`config.mk`:
```
export PLATFORM = sky130hd
export DESIGN_NAME = pixel_frame_sequencer
export DESIGN_NICKNAME = d
export VERILOG_FILES = /design/src/rtl/pixel_frame_sequencer.sv
export SDC_FILE = /design/constraint.sdc
export NUM_CORES = 1
export LEC_CHECK = 0
export ABC_AREA = 1
export BUFFER_PORTS_ARGS = -buffer_cell sky130_fd_sc_hd__buf_2
export CAP_MARGIN = 20
export CORE_ASPECT_RATIO = 2
export CORE_MARGIN = 5
export CORE_UTILIZATION = 45
export DETAILED_ROUTE_END_ITERATION = 7
export MAX_ROUTING_LAYER = met4
export PLACE_DENSITY_LB_ADDON = 0.2
export SLEW_MARGIN = 0
export SYNTH_ARGS = -nofsm -noshare
export SYNTH_HDL_FRONTEND = slang
export SYNTH_SLANG_ARGS = --single-unit
```
`constraint.sdc`:
```
create_clock -name clk -period 4.3 [get_ports clk]
set_input_delay 0.43 -clock clk [delete_from_list [all_inputs] [get_ports clk]]
set_output_delay 0.43 -clock clk [all_outputs]
set_load 0.05 [all_outputs]
```
`src/rtl/pixel_frame_sequencer.sv`:
```
// Streams one IMG_W x IMG_H frame src RAM -> pixel unit -> dst RAM, same address; config latched at start.
// Latency: write of address a lands 2 cycles after its read, 1 pixel/clk; no backpressure, abort drops in-flight pixels.
module pixel_frame_sequencer #(
    parameter int IMG_W  = 256,
    parameter int IMG_H  = 256,
    parameter int ADDR_W = 16
) (
    input  logic              clk,
    input  logic              reset,
    input  logic              start,
    input  logic              abort,
    input  logic [2:0]        cfg_oper,
    input  logic [7:0]        cfg_value,
    input  logic [7:0]        cfg_threshold,
    output logic              rd_en,
    output logic [ADDR_W-1:0] rd_addr,
    input  logic [23:0]       rd_data,
    output logic [2:0]        select_oper,
    output logic [7:0]        value,
    output logic [7:0]        threshold,
    output logic              done_in,
    output logic [7:0]        red_in,
    output logic [7:0]        green_in,
    output logic [7:0]        blue_in,
    input  logic              done_out,
    input  logic [7:0]        red_out,
    input  logic [7:0]        green_out,
    input  logic [7:0]        blue_out,
    output logic              wr_en,
    output logic [ADDR_W-1:0] wr_addr,
    output logic [23:0]       wr_data,
    output logic              busy,
    output logic              frame_done
);

    localparam int N = IMG_W * IMG_H;
    localparam logic [ADDR_W-1:0] LAST = ADDR_W'(N - 1);

    typedef enum logic [1:0] {IDLE, RUN, DRAIN, DONE} state_t;

    state_t state, state_nxt;
    logic   launch;

    assign launch     = (state == IDLE) && start;
    assign rd_en      = (state == RUN);
    assign busy       = (state == RUN) || (state == DRAIN);
    assign frame_done = (state == DONE);
    // Gating with busy drops results still in the pixel pipe after an abort.
    assign wr_en      = done_out && busy;

    assign red_in   = rd_data[23:16];
    assign green_in = rd_data[15:8];
    assign blue_in  = rd_data[7:0];
    assign wr_data  = {red_out, green_out, blue_out};

    always_comb begin
        state_nxt = state;
        case (state)
            IDLE:    if (start) state_nxt = RUN;
            RUN:     if (rd_addr == LAST) state_nxt = DRAIN;
            DRAIN:   if (wr_en && (wr_addr == LAST)) state_nxt = DONE;
            DONE:    state_nxt = IDLE;
            default: state_nxt = IDLE;
        endcase
        if (abort && (state != IDLE)) state_nxt = IDLE;
    end

    always_ff @(posedge clk or negedge reset) begin
        if (!reset) begin
            state       <= IDLE;
            done_in     <= 1'b0;
            rd_addr     <= '0;
            wr_addr     <= '0;
            select_oper <= '0;
            value       <= '0;
            threshold   <= '0;
        end else begin
            state   <= state_nxt;
            done_in <= rd_en && !abort;
            if (launch) begin
                select_oper <= cfg_oper;
                value       <= cfg_value;
                threshold   <= cfg_threshold;
                rd_addr     <= '0;
                wr_addr     <= '0;
            end else begin
                // Both counters stop at the last pixel rather than wrapping.
                if (rd_en && (rd_addr != LAST)) rd_addr <= rd_addr + 1'b1;
                if (wr_en && (wr_addr != LAST)) wr_addr <= wr_addr + 1'b1;
            end
        end
    end

endmodule
```
-- Word-level counts from Yosys, hierarchy flattened
Index checks and enable logic that the tools add are counted.
- logic and storage cells: 42
- output and inout bits: 104
- bits of input ports: 72
- register bits after elaboration: 54
- eq/ne operators: 10
- mux-type cells: 9
- add/subtract/negate cells: 2
- reductions and logical operators: 14
- operators by type and width (operator ; count):
    16-bit 2-to-1 mux ; 4
    16-bit by 1-bit adder with 16-bit output, second input constant ; 2
    16-bit == test, second input constant ; 2
    16-bit inequality test, second input constant ; 2
    2-bit 2-to-1 mux ; 4
    2-bit one-hot mux with 4 select lines ; 1
    1-bit logical AND ; 7
    3-bit by 1-bit inequality test with 1-bit output, second input constant ; 2
    2-bit nonzero test ; 3
    2-bit == test, second input constant ; 2
    3-bit by 2-bit inequality test with 1-bit output, second input constant ; 1
    3-bit AND reduction ; 1
    2-bit by 1-bit == test with 1-bit output, second input constant ; 1
    2-bit logical NOT ; 1
    1-bit logical NOT ; 1
    1-bit logical OR ; 1

-- Longest topological paths before layout
- depth after elaboration: 7
- gate-level depth with buffers: 10
- gate-level depth less buffers: 10

-- Least setup slack after synthesis
No wires, ideal clock.
- kind: register -> register
- start: register state[0]
- end: register state[0]
- slack: 2.185 ns
- library setup time: 0.118 ns
- arrival time: 1.998 ns
- stages on the path, launching flop included: 10
- path through: dfrtp_1 > inv_1 > ha_1 > nand2_1 > inv_1 > nand3_1 > nand3_1 > nand3_1 > nand2_1 > nand2_1
- longest elaborated chain between the ends: 6
- ends and longest elaborated chain (what ; RTL line ; RTL):
    start: declaration ; 41 ; state_t state, state_nxt;
    start signal: assignment ; 78 ; state <= state_nxt;
    2-bit by 1-bit == test with 1-bit output or 2-bit == test (tied branches) ; 46 ; assign busy = (state == RUN) || (state == DRAIN);
    1-bit logical OR (*) ; 46 ;
    net busy ; 32 ; output logic busy,
    1-bit logical AND (*) ; 49 ; assign wr_en = done_out && busy;
    net wr_en ; 29 ; output logic wr_en,
    1-bit logical AND (*) ; 61 ; DRAIN: if (wr_en && (wr_addr == LAST)) state_nxt = DONE;
    3-bit by 1-bit inequality test with 1-bit output (no source line) (*) ; n/a ;
    3-bit AND reduction (no source line) (*) ; n/a ;
Mark *: on every way through the listed nets, which the timed path passes. The rest lies on a longest branch.
A chain may end at the register's enable or synchronous reset.

-- Worst setup path after layout
- start: register state[0]
- end: register wr_addr[7]
- longest elaborated chain between the ends: 5
- ends and longest elaborated chain (what ; RTL line ; RTL):
    2-bit by 1-bit == test with 1-bit output or 2-bit == test (tied branches) ; 46 ;
    1-bit logical OR ; 46 ;
    1-bit logical AND ; 49 ;
    1-bit logical AND ; 89 ; if (wr_en && (wr_addr != LAST)) wr_addr <= wr_addr + 1'b1;
    2-bit nonzero test (no source line) ; n/a ;
    end signal: assignment ; 89 ;
    end: declaration ; 30 ; output logic [ADDR_W-1:0] wr_addr,
Several ways; a longest one is shown, not always the timed one.

==> metrics.csv <==
stage;metric;value;unit
status;status;finished, final reports clean;
clock_tree;CTS H-tree depth;2;
route;router iterations before antenna repair;4;
clock_tree;clk buf depth;2;
sta;crit share post-route;0.560;
synth;largest family of logic cells by synthesized area;simple AND/OR/NAND/NOR gates;
global_routing;first-pass GRT wire length;14200;microns
clock_tree;Clock Pin Slew Worst Setup and Hold Paths;80;ps
route;Initial DRC Count;143;
pwr;PwrDens;611;nW/um^2
cells_and_area;Core Util, Final;0.496;
sta;hold slack final;257;ps
synth;#FFs+latches synth;54;
place;Buffers on Ports;79;
cells_and_area;share of cells above drive strength 1;0.276;
setup_path;Max stage delay on crit path;660;ps
floorplan;number of placement rows;45;
place;Post-DP HPWL;6420;microns
clock_tree;post-CTS setup buffer count;0;
synth;synthesized-area fraction occupied by and/or/nand/nor cells;0.329;
setup_path;CP bufs+invs;3;
synth;syn avg cell area;7.75;sq um
synth;mux contribution to synthesized area;0;
synth;xor/xnor share of the synthesized area;0.0248;
synth;Post-synth EDFFs;0;
synth;adder-cell share of the synthesized area;0.0248;
floorplan;total core area;7660;sq um
setup_path;type of origin of the critical path;flop;
pwr;worst vdd ir;0.000399;V
sta;Setup Viol. Count Final;0;
setup_path;CP required;4500;ps
setup_path;cell mode on critical path;nand2_1;
flow_run;total of max-cap violations;0;
pwr;Leak;2.02;nW
clock_tree;Skew-Pair Late Insertion Delay;300;ps
route;Detailed Route WL;8660;microns
synth;synthesized area;3540;sq um
cells_and_area;area delta synth->final;7.47;%
cells_and_area;commonest non-fill, non-tap cell in the layout;nand2_1;
sta;clk_skew;7.60;ps
clock_tree;hold-fix buffers at CTS;0;
route;via count;2991;
global_routing;antenna violations before repair;0;
cells_and_area;most frequent cells in the layout;nand2_1 (146), buf_2 (79), dfrtp_1 (54);
route;DR vias/cell;5.16;
synth;predominant post-synthesis flop cell;dfrtp_1;
route;Remaining DRCs;0;
sta;Max Slew Vio Count;0;
clock_tree;CTS tree;done;
global_routing;GRT Overall Usage;0.187;
setup_path;largest fanout on the critical path;26;
setup_path;Worst Path Arrival;2600;ps
synth;net count after synthesis;535;
route;DR WL/cell;14.9;microns
floorplan;Die H;135;microns
cells_and_area;ANT cells;0;
setup_path;critical-path cell with the highest stage delay;clkinv_1;
sta;fmax;416;MHz
sta;worst slew margin relative to its limit;0.375;
worst_hold_path;min-delay worst type;primary input to async pin;
global_routing;vias in the first global route;3045;
sta;min Tclk post-route;2410;ps
setup_path;CP delay by family, top;buffers and inverters;
synth;Syn Inst Count;456;
clock_tree;cts bufs inserted;5;
clock_tree;post_cts resized;0;
sta;RSZ-0062 raised after global routing;false;
sta;Worst-Margin Slew;938;ps
floorplan;# IOs;176;
global_routing;largest net degree at the start of global routing;55;
sta;Hold Violations, Final;0;
clock_tree;root buffer cell;clkbuf_16;
clock_tree;CTS Sinks;54;
synth;Yosys warnings;0;
synth;library cells used by synthesis;35;
synth;Compound-Gate Fraction of Synth Area;0.0704;
setup_path;Crit. End Element;flop;
synth;sequential share of the synthesized area;0.382;
setup_path;critical path class;flop to flop;
cells_and_area;Final nets;564;
floorplan;die footprint;9840;sq um
place;RePlAce Congestion;0.839;
sta;Final TNS setup;0;ps
setup_path;CP Cell Sequence;inv_1 > ha_1 > nand2_1 > clkinv_1 > nor2_8 > inv_2 > nand2_1 > nand2_1;
route;antenna viol nets, final;0;
global_routing;Remaining Overflow, GRT;0;
synth;ys async rst share;1.00;
floorplan;Chip Width;72.7;microns
floorplan;Initial Util;0.462;
## metrics by stage
stage | instances | cell area [sq um] | power, mW | worst slack [ps]
after detailed placement | 572 | 3630 | 1.87 | 1830
after global routing | 580 | 3800 | 2.46 | 1690
after global placement | 572 | 3630 | 1.86 | 1890
after CTS | 580 | 3800 | 2.35 | 1820
final | 580 | 3800 | 2.32 | 1890
after floorplan | 456 | 3540 | 1.75 | 2180
## state kept, by name (all words and copies together), names as in the netlist
register	flops
threshold	8
value	8
state	2
rd_addr	16
done_in	1
select_oper	3
wr_addr	16
## cells by family after synthesis
family	Yosys count
simple gates	252
buf+inv	102
flops	54
compound gates	31
xor+xnor	10
fa+ha+maj	7
## area by class of cell
cell class,count,area [sq um]
clock buffer,5,125
fill,793,3860
tap,94,118
inverter,43,161
sequential,54,1350
clock inverter,3,47.5
timing repair buffer,81,410
multi-input combinational,300,1590
## final timing paths
kind                               from             end  slack (ps)  cells past startpoint
setup / recovery               state[0]      wr_addr[7]        1890                      8
hold / removal                    reset     rd_addr[15]         260                      2
setup reg to reg               state[0]      wr_addr[7]        1890                      8
hold reg to reg            threshold[2]    threshold[2]         480                      2
max in group asynchronous         reset  select_oper[1]        3560                      2
min in group clk                  abort         done_in         300                      2
## metal layers
layer / global-route usage / routed length [microns]
met3: 0.0342 / 513
met5: - / 0
met2: 0.325 / 4560
met4: 0.107 / 438
met1: 0.192 / 3140
## power breakdown
group          internal, mW  total (mW)  switching (mW)
Clock                 0.279       0.476           0.196
Sequential            0.626       0.724          0.0981
Combinational         0.238        1.12           0.886
Total                  1.14        2.32            1.18
## cell usage after synthesis, drive strengths merged (2+ instances only)
| cell | count | share of area |
|---|---|---|
| nor2 | 42 | 0.063 |
| clkbuf | 4 | 0.0042 |
| nand2 | 152 | 0.17 |
| ha | 7 | 0.025 |
| a21oi | 2 | 0.0060 |
| buf | 55 | 0.12 |
| dfrtp | 54 | 0.38 |
| xor2 | 9 | 0.022 |
| nand4 | 21 | 0.037 |
| nor3 | 6 | 0.0099 |
| o21bai | 5 | 0.011 |
| inv | 42 | 0.045 |
| nand3 | 30 | 0.049 |
| o21ai | 22 | 0.049 |
Power figures use the tool's default switching activity.
